$ cat src/rtl/csr_file_m.sv
// Machine-mode CSR file: CSRRW/RS/RC access, trap entry with vectored mtvec,
// mret restore, 64-bit mcycle/minstret and illegal-access detection.
module csr_file_m #(
  parameter int          NUM_LOCAL_INT = 4,
  parameter logic [31:0] MTVEC_RESET   = 32'h0,
  parameter int          HAS_INSTRET   = 1
) (
  input  logic                     clock,
  input  logic                     reset,
  input  logic                     csr_valid,
  input  logic [1:0]               csr_op,
  input  logic [11:0]              csr_addr,
  input  logic [31:0]              csr_wdata,
  output logic [31:0]              csr_rdata,
  output logic                     csr_illegal,
  input  logic                     instr_retire,
  input  logic                     exc_valid,
  input  logic [3:0]               exc_cause,
  input  logic [31:0]              pc,
  input  logic                     mret_instr,
  input  logic                     timer_int,
  input  logic                     soft_int,
  input  logic                     ext_int,
  input  logic [NUM_LOCAL_INT-1:0] local_int,
  output logic                     redirect,
  output logic [31:0]              redirect_pc
);

  localparam logic [11:0] A_MSTATUS  = 12'h300, A_MISA     = 12'h301, A_MIE      = 12'h304;
  localparam logic [11:0] A_MTVEC    = 12'h305, A_MSCRATCH = 12'h340, A_MEPC     = 12'h341;
  localparam logic [11:0] A_MCAUSE   = 12'h342, A_MIP      = 12'h344, A_MHARTID  = 12'hF14;
  localparam logic [11:0] A_MCYCLE   = 12'hB00, A_MINSTRET = 12'hB02;
  localparam logic [11:0] A_MCYCLEH  = 12'hB80, A_MINSTRETH = 12'hB82;
  localparam logic [11:0] A_CYCLE    = 12'hC00, A_INSTRET  = 12'hC02;
  localparam logic [11:0] A_CYCLEH   = 12'hC80, A_INSTRETH = 12'hC82;

  localparam logic [31:0] MISA_VAL = 32'h4000_0100;
  localparam logic [31:0] MIE_MASK = (((32'd1 << NUM_LOCAL_INT) - 32'd1) << 16) | 32'h0000_0888;

  logic        mst_mie, mst_mpie;
  logic [31:0] mie_q, mtvec_q, mscratch_q, mepc_q, mcause_q;
  logic [63:0] mcycle_q, minstret_q;

  logic [15:0] li_pad;
  logic [31:0] mip, pend, mstatus_rd, rd_raw, wval, base;
  logic [63:0] cyc_nxt, ins_nxt;
  logic [4:0]  irq_code, cause_code;
  logic        impl, no_wr, ro, wr_req, bad_wr, illegal;
  logic        take_irq, trap, we;

  always_comb begin
    li_pad = '0;
    for (int i = 0; i < NUM_LOCAL_INT; i++) li_pad[i] = local_int[i];
  end

  assign mip        = {li_pad, 4'b0, ext_int, 3'b0, timer_int, 3'b0, soft_int, 3'b0};
  assign pend       = mip & mie_q;
  assign mstatus_rd = {19'b0, 2'b11, 3'b0, mst_mpie, 3'b0, mst_mie, 3'b0};

  // Lowest priority assigned first so higher-priority sources override.
  always_comb begin
    irq_code = '0;
    for (int i = 0; i < 16; i++) if (pend[16+i]) irq_code = 5'(16 + i);
    if (pend[7])  irq_code = 5'd7;
    if (pend[3])  irq_code = 5'd3;
    if (pend[11]) irq_code = 5'd11;
  end

  assign take_irq   = mst_mie & (|pend) & ~exc_valid;
  assign trap       = exc_valid | take_irq;
  assign cause_code = exc_valid ? {1'b0, exc_cause} : irq_code;
  assign base       = {mtvec_q[31:2], 2'b00};

  assign redirect = ~reset & (trap | mret_instr);
  always_comb begin
    if (trap) redirect_pc = (take_irq && mtvec_q[1:0] == 2'b01) ? base + {25'b0, cause_code, 2'b00} : base;
    else      redirect_pc = mepc_q;
  end

  always_comb begin
    rd_raw = '0;
    impl   = 1'b1;
    no_wr  = 1'b0;
    case (csr_addr)
      A_MSTATUS:              rd_raw = mstatus_rd;
      A_MISA:                 rd_raw = MISA_VAL;
      A_MIE:                  rd_raw = mie_q;
      A_MTVEC:                rd_raw = mtvec_q;
      A_MSCRATCH:             rd_raw = mscratch_q;
      A_MEPC:                 rd_raw = mepc_q;
      A_MCAUSE:               rd_raw = mcause_q;
      A_MIP:                  rd_raw = mip;
      A_MHARTID:              rd_raw = '0;
      A_MCYCLE, A_CYCLE:      rd_raw = mcycle_q[31:0];
      A_MCYCLEH, A_CYCLEH:    rd_raw = mcycle_q[63:32];
      A_MINSTRET, A_INSTRET: begin
        rd_raw = minstret_q[31:0];
        no_wr  = (HAS_INSTRET == 0);
      end
      A_MINSTRETH, A_INSTRETH: begin
        rd_raw = minstret_q[63:32];
        no_wr  = (HAS_INSTRET == 0);
      end
      default:                impl = 1'b0;
    endcase
  end

  // RS/RC with a zero operand never modifies state, so it is allowed on read-only CSRs.
  assign ro      = (csr_addr[11:10] == 2'b11);
  assign wr_req  = csr_valid & (csr_op != 2'b00);
  assign bad_wr  = (ro | no_wr) & wr_req & ~((csr_op != 2'b01) & (csr_wdata == 32'h0));
  assign illegal = csr_valid & (~impl | bad_wr);

  assign csr_illegal = ~reset & illegal;
  assign csr_rdata   = illegal ? 32'h0 : rd_raw;

  always_comb begin
    case (csr_op)
      2'b01:   wval = csr_wdata;
      2'b10:   wval = rd_raw | csr_wdata;
      2'b11:   wval = rd_raw & ~csr_wdata;
      default: wval = rd_raw;
    endcase
  end

  assign we = wr_req & ~illegal & ~trap & ~mret_instr;

  // A written half replaces its own increment; the other half still sees the carry.
  always_comb begin
    cyc_nxt = mcycle_q + 64'd1;
    if (we && csr_addr == A_MCYCLE)  cyc_nxt[31:0]  = wval;
    if (we && csr_addr == A_MCYCLEH) cyc_nxt[63:32] = wval;
    ins_nxt = minstret_q + {63'b0, instr_retire & ~exc_valid};
    if (we && csr_addr == A_MINSTRET)  ins_nxt[31:0]  = wval;
    if (we && csr_addr == A_MINSTRETH) ins_nxt[63:32] = wval;
    if (HAS_INSTRET == 0) ins_nxt = '0;
  end

  always_ff @(posedge clock or posedge reset) begin
    if (reset) begin
      mst_mie    <= 1'b0;
      mst_mpie   <= 1'b0;
      mie_q      <= '0;
      mtvec_q    <= MTVEC_RESET;
      mscratch_q <= '0;
      mepc_q     <= '0;
      mcause_q   <= '0;
      mcycle_q   <= '0;
      minstret_q <= '0;
    end else begin
      mcycle_q   <= cyc_nxt;
      minstret_q <= ins_nxt;
      if (trap) begin
        mepc_q   <= pc & ~32'h3;
        mcause_q <= {~exc_valid, 26'b0, cause_code};
        mst_mpie <= mst_mie;
        mst_mie  <= 1'b0;
      end else if (mret_instr) begin
        mst_mie  <= mst_mpie;
        mst_mpie <= 1'b1;
      end else if (we) begin
        case (csr_addr)
          A_MSTATUS: begin
            mst_mie  <= wval[3];
            mst_mpie <= wval[7];
          end
          A_MIE:      mie_q      <= wval & MIE_MASK;
          A_MTVEC:    mtvec_q    <= {wval[31:2], 1'b0, wval[1:0] == 2'b01};
          A_MSCRATCH: mscratch_q <= wval;
          A_MEPC:     mepc_q     <= wval & ~32'h3;
          A_MCAUSE:   mcause_q   <= wval;
          default: ;
        endcase
      end
    end
  end

endmodule

$ cat config.mk
export PLATFORM = sky130hd
export DESIGN_NAME = csr_file_m
export DESIGN_NICKNAME = d
export VERILOG_FILES = /design/src/rtl/csr_file_m.sv
export SDC_FILE = /design/constraint.sdc
export NUM_CORES = 1
export LEC_CHECK = 0
export ABC_AREA = 1
export CORE_UTILIZATION = 28
export CTS_BUF_LIST = sky130_fd_sc_hd__clkbuf_8
export CTS_CLUSTER_DIAMETER = 150
export DETAILED_ROUTE_END_ITERATION = 8
export PLACE_DENSITY = 0.5
export SYNTH_ARGS = -nofsm -noshare
export SYNTH_HDL_FRONTEND = slang
export SYNTH_SLANG_ARGS = --single-unit
$ cat constraint.sdc
create_clock -name clock -period 8.65 [get_ports clock]
set_clock_uncertainty 0.05 [all_clocks]
set_input_delay 1.73 -clock clock [delete_from_list [all_inputs] [get_ports clock]]
set_output_delay 1.73 -clock clock [all_outputs]
set_load 0.05 [all_outputs]
==> impl_metrics.tcl <==
set metrics [dict create \
    outcome "complete, no violations" \
    drc_errors 0 \
    grt_overflow 0 \
    critical_path_class "input pin to output port" \
    layout_commonest_cell "nand2_1" \
    wl_met2_mm 42.31 \
    port_buffers 156 \
    min_path_type "register to register" \
    numCtsBuffers 55 \
    design.portCount 161 \
    powerDensity_mw_per_mm2 137.5 \
    place_hpwl_mm 76.81 \
    hold_viol 0 \
    ant_nets 0 \
    peakVddDrop_mv 0.1100 \
    cpMaxStageDelayCell "clkdlybuf4s50_1" \
    reg2reg_slack_ns 4.99 \
    drt_iter0_drc 2096 \
    r2r-start "mie_q[3]" \
    finalWirelength_mm 99.58 \
    ys.flop_type "dfrtp_1" \
    synth_cell_types 49 \
    synth-edff-count 0 \
    postSynthAreaPerCell_um2 6.361 \
    synthArstFlopShare 1.000 \
    hp-start "mcause_q[0]" \
    final_cell_mix "nand2_1, nor2_1, inv_1" \
    synth-seq-cells 262 \
    endpoint_kind "output port" \
    power_mw 3.101 \
    fin_crit_sh 0.9016 \
    clkSinkCount 262 \
    detail_route.wl_per_cell_um 24.49 \
    period_minus_slack_ns 7.799 \
    fmax_mhz 128.2 \
    cp_max_fo 8 \
    tns_ns 0 \
    nFillCells 7574 \
    slowest_delay_ns 0.82 \
    grt_pass1_wl_mm 142.3 \
    relSlewSlack 0.3240 \
    required_ns 6.87 \
    synth_area_mm2 0.01906 \
    hold_buffers 0 \
    crit_family "buffers and inverters" \
    gr-usage-all-layers 0.2845 \
    row_count 95 \
    met1Wirelength_mm 43.42 \
    first_pass_iters 6 \
    setup_viol 0 \
    yosys_warnings 0 \
    crit_path_frequent_cell "nand2_1" \
    cts.path.max_buffers 3 \
    antenna_found_initial 4 \
    hold_end "mcause_q[0]" \
    reg2reg_depth 13 \
    clock_latency_ns 0.70 \
    crit_buf_inv 6 \
    rsz0062_at_grt "no" \
    cts.repair.resized 0 \
    synthCells 2996 \
    dieArea_mm2 0.06911 \
    crit_path_start_kind "input pin" \
    cts_root_buffer "clkbuf_8" \
    vias 21200 \
    syn2layout_area_growth_pct 18.31 \
    start_util 0.2833 \
    wl_met3_mm 8.509 \
    p_leak_nw 10.94 \
    gp_congestion 1.015 \
    die_h_um 262.9 \
    nets 3256 \
    r2r_end "minstret_q[45]" \
    worstSetupPathDepth 19 \
    cts_tree "done" \
    crit_chain "clkdlybuf4s50_1 > clkinv_1 > nand2_1 > o22ai_1 > inv_1 > ha_1 > inv_1 > fa_1 > inv_1 > nand3_1 > nand2_1 > a31oi_1 > nor2_1 > xor2_1 > nand2_1 > o21ai_0 > nand2_1 > nand2_1 > clkdlybuf4s50_1" \
    postCtsSetupBuffers 0 \
    finalMaxSlewViolations 0 \
    seq_area_frac_synth 0.3440 \
    post_drt_via_cell_ratio 5.212 \
    layout-drive-gt1-share 0.05608 \
    worstPathArrival_ns 6.02 \
    max-cap-violations 0 \
    grt_pass1_vias 20080 \
    clk_pin_slew_ns 0.06 \
    top_layer_used "met5" \
    htree_num_levels 2 \
    grt_max_degree 132 \
    core-area_mm2 0.06728 \
    die-width_um 262.9 \
    worstHoldPathCells 2 \
    tightest_slew_ns 1.014 \
]
## state kept, by name, summed over array words and instances (netlist names)
signal	cells
mtvec_q	31
mscratch_q	32
mst_mie	1
mst_mpie	1
mcycle_q	64
mcause_q	32
mie_q	7
mepc_q	30
minstret_q	64
## per-stage QoR
| step | hold WS [ns] | instances | util | area (um^2) | setup slack [ns] |
|---|---|---|---|---|---|
| floorplan | 0.4176 | 2997 | - | 19070 | 0.8812 |
| global placement | 0.4405 | 3968 | 0.3200 | 21530 | 0.8879 |
| detailed placement | 0.4482 | 3968 | 0.3200 | 21530 | 0.9331 |
| CTS | 0.4631 | 4065 | 0.3351 | 22540 | 0.8947 |
| global route | 0.4883 | 4066 | 0.3351 | 22550 | 0.6048 |
| finish | 0.4623 | 4067 | 0.3352 | 22550 | 0.8514 |
## worst max-delay path by stage
stage | startpoint | to
after floorplan | reset | redirect
after global placement | exc_valid | redirect_pc[12]
after detailed placement | exc_valid | redirect_pc[12]
after CTS | exc_valid | redirect_pc[12]
after global routing | exc_valid | redirect_pc[28]
final | exc_valid | redirect_pc[12]
## power by group
| group | switching, mW | total (mW) | internal (mW) |
|---|---|---|---|
| Sequential | 0.0516 | 1.32 | 1.27 |
| Combinational | 0.346 | 0.483 | 0.137 |
| Clock | 0.644 | 1.30 | 0.653 |
| Total | 1.04 | 3.10 | 2.06 |
## cell type report
| type | instances | area (um^2) | share of cell area |
|---|---|---|---|
| antenna | 2 | 5.005 | 0.0002220 |
| timing repair buffer | 198 | 1877 | 0.08324 |
| clock buffer | 62 | 853.3 | 0.03784 |
| sequential | 262 | 6556 | 0.2908 |
| tap | 873 | 1092 | 0.04844 |
| clock inverter | 35 | 161.4 | 0.007158 |
| inverter | 324 | 1227 | 0.05444 |
| multi-input combinational | 2311 | 10780 | 0.4779 |
## synthesized netlist by cell type, types with 5 or more instances
cell	number	area [um^2]
buf_4	20	150.1
a21oi_1	66	330.3
nor2_1	394	1479
nor2_2	6	37.54
o21ai_1	19	95.09
clkbuf_1	44	165.2
dfrtp_1	262	6556
nand3_2	5	50.05
o22ai_1	14	87.58
nor3_1	89	445.4
a31oi_1	21	131.4
nand2_1	992	3724
xnor2_1	18	157.7
inv_2	7	26.28
o21ai_0	214	1071
nand3_1	235	1176
xor2_1	113	989.7
nor4_1	9	56.30
inv_1	310	1164
a22oi_1	11	82.58
nand4_1	45	281.5
buf_2	27	135.1
ha_1	8	100.1
nand2_2	15	93.84
## cells by family (layout without fill, tap and decap cells)
family                     after synthesis  count (layout)  synth area share
AOI/OAI and AO/OA                      351             351           0.09690
other                                    1               4         0.0001968
DFF                                    262             262            0.3440
adders and majority gates                9               9          0.006303
buffers and inverters                  424             619           0.09125
and+or+nand+nor                       1818            1818            0.4011
xor gates and xnor gates               131             131           0.06020
## worst min-delay path: stages, from the launching register on
cell and delay, ns:
dfrtp_1 0.34, nand3_1 0.07, nand2_1 0.06
## layer usage
metal	GRT usage	vias to the layer above
met5	0	-
met4	0.1419	2
met3	0.05126	208
met2	0.4248	1007
met1	0.3928	10130
li1	-	9856
No activity file was read; power rests on OpenSTA's default activity.
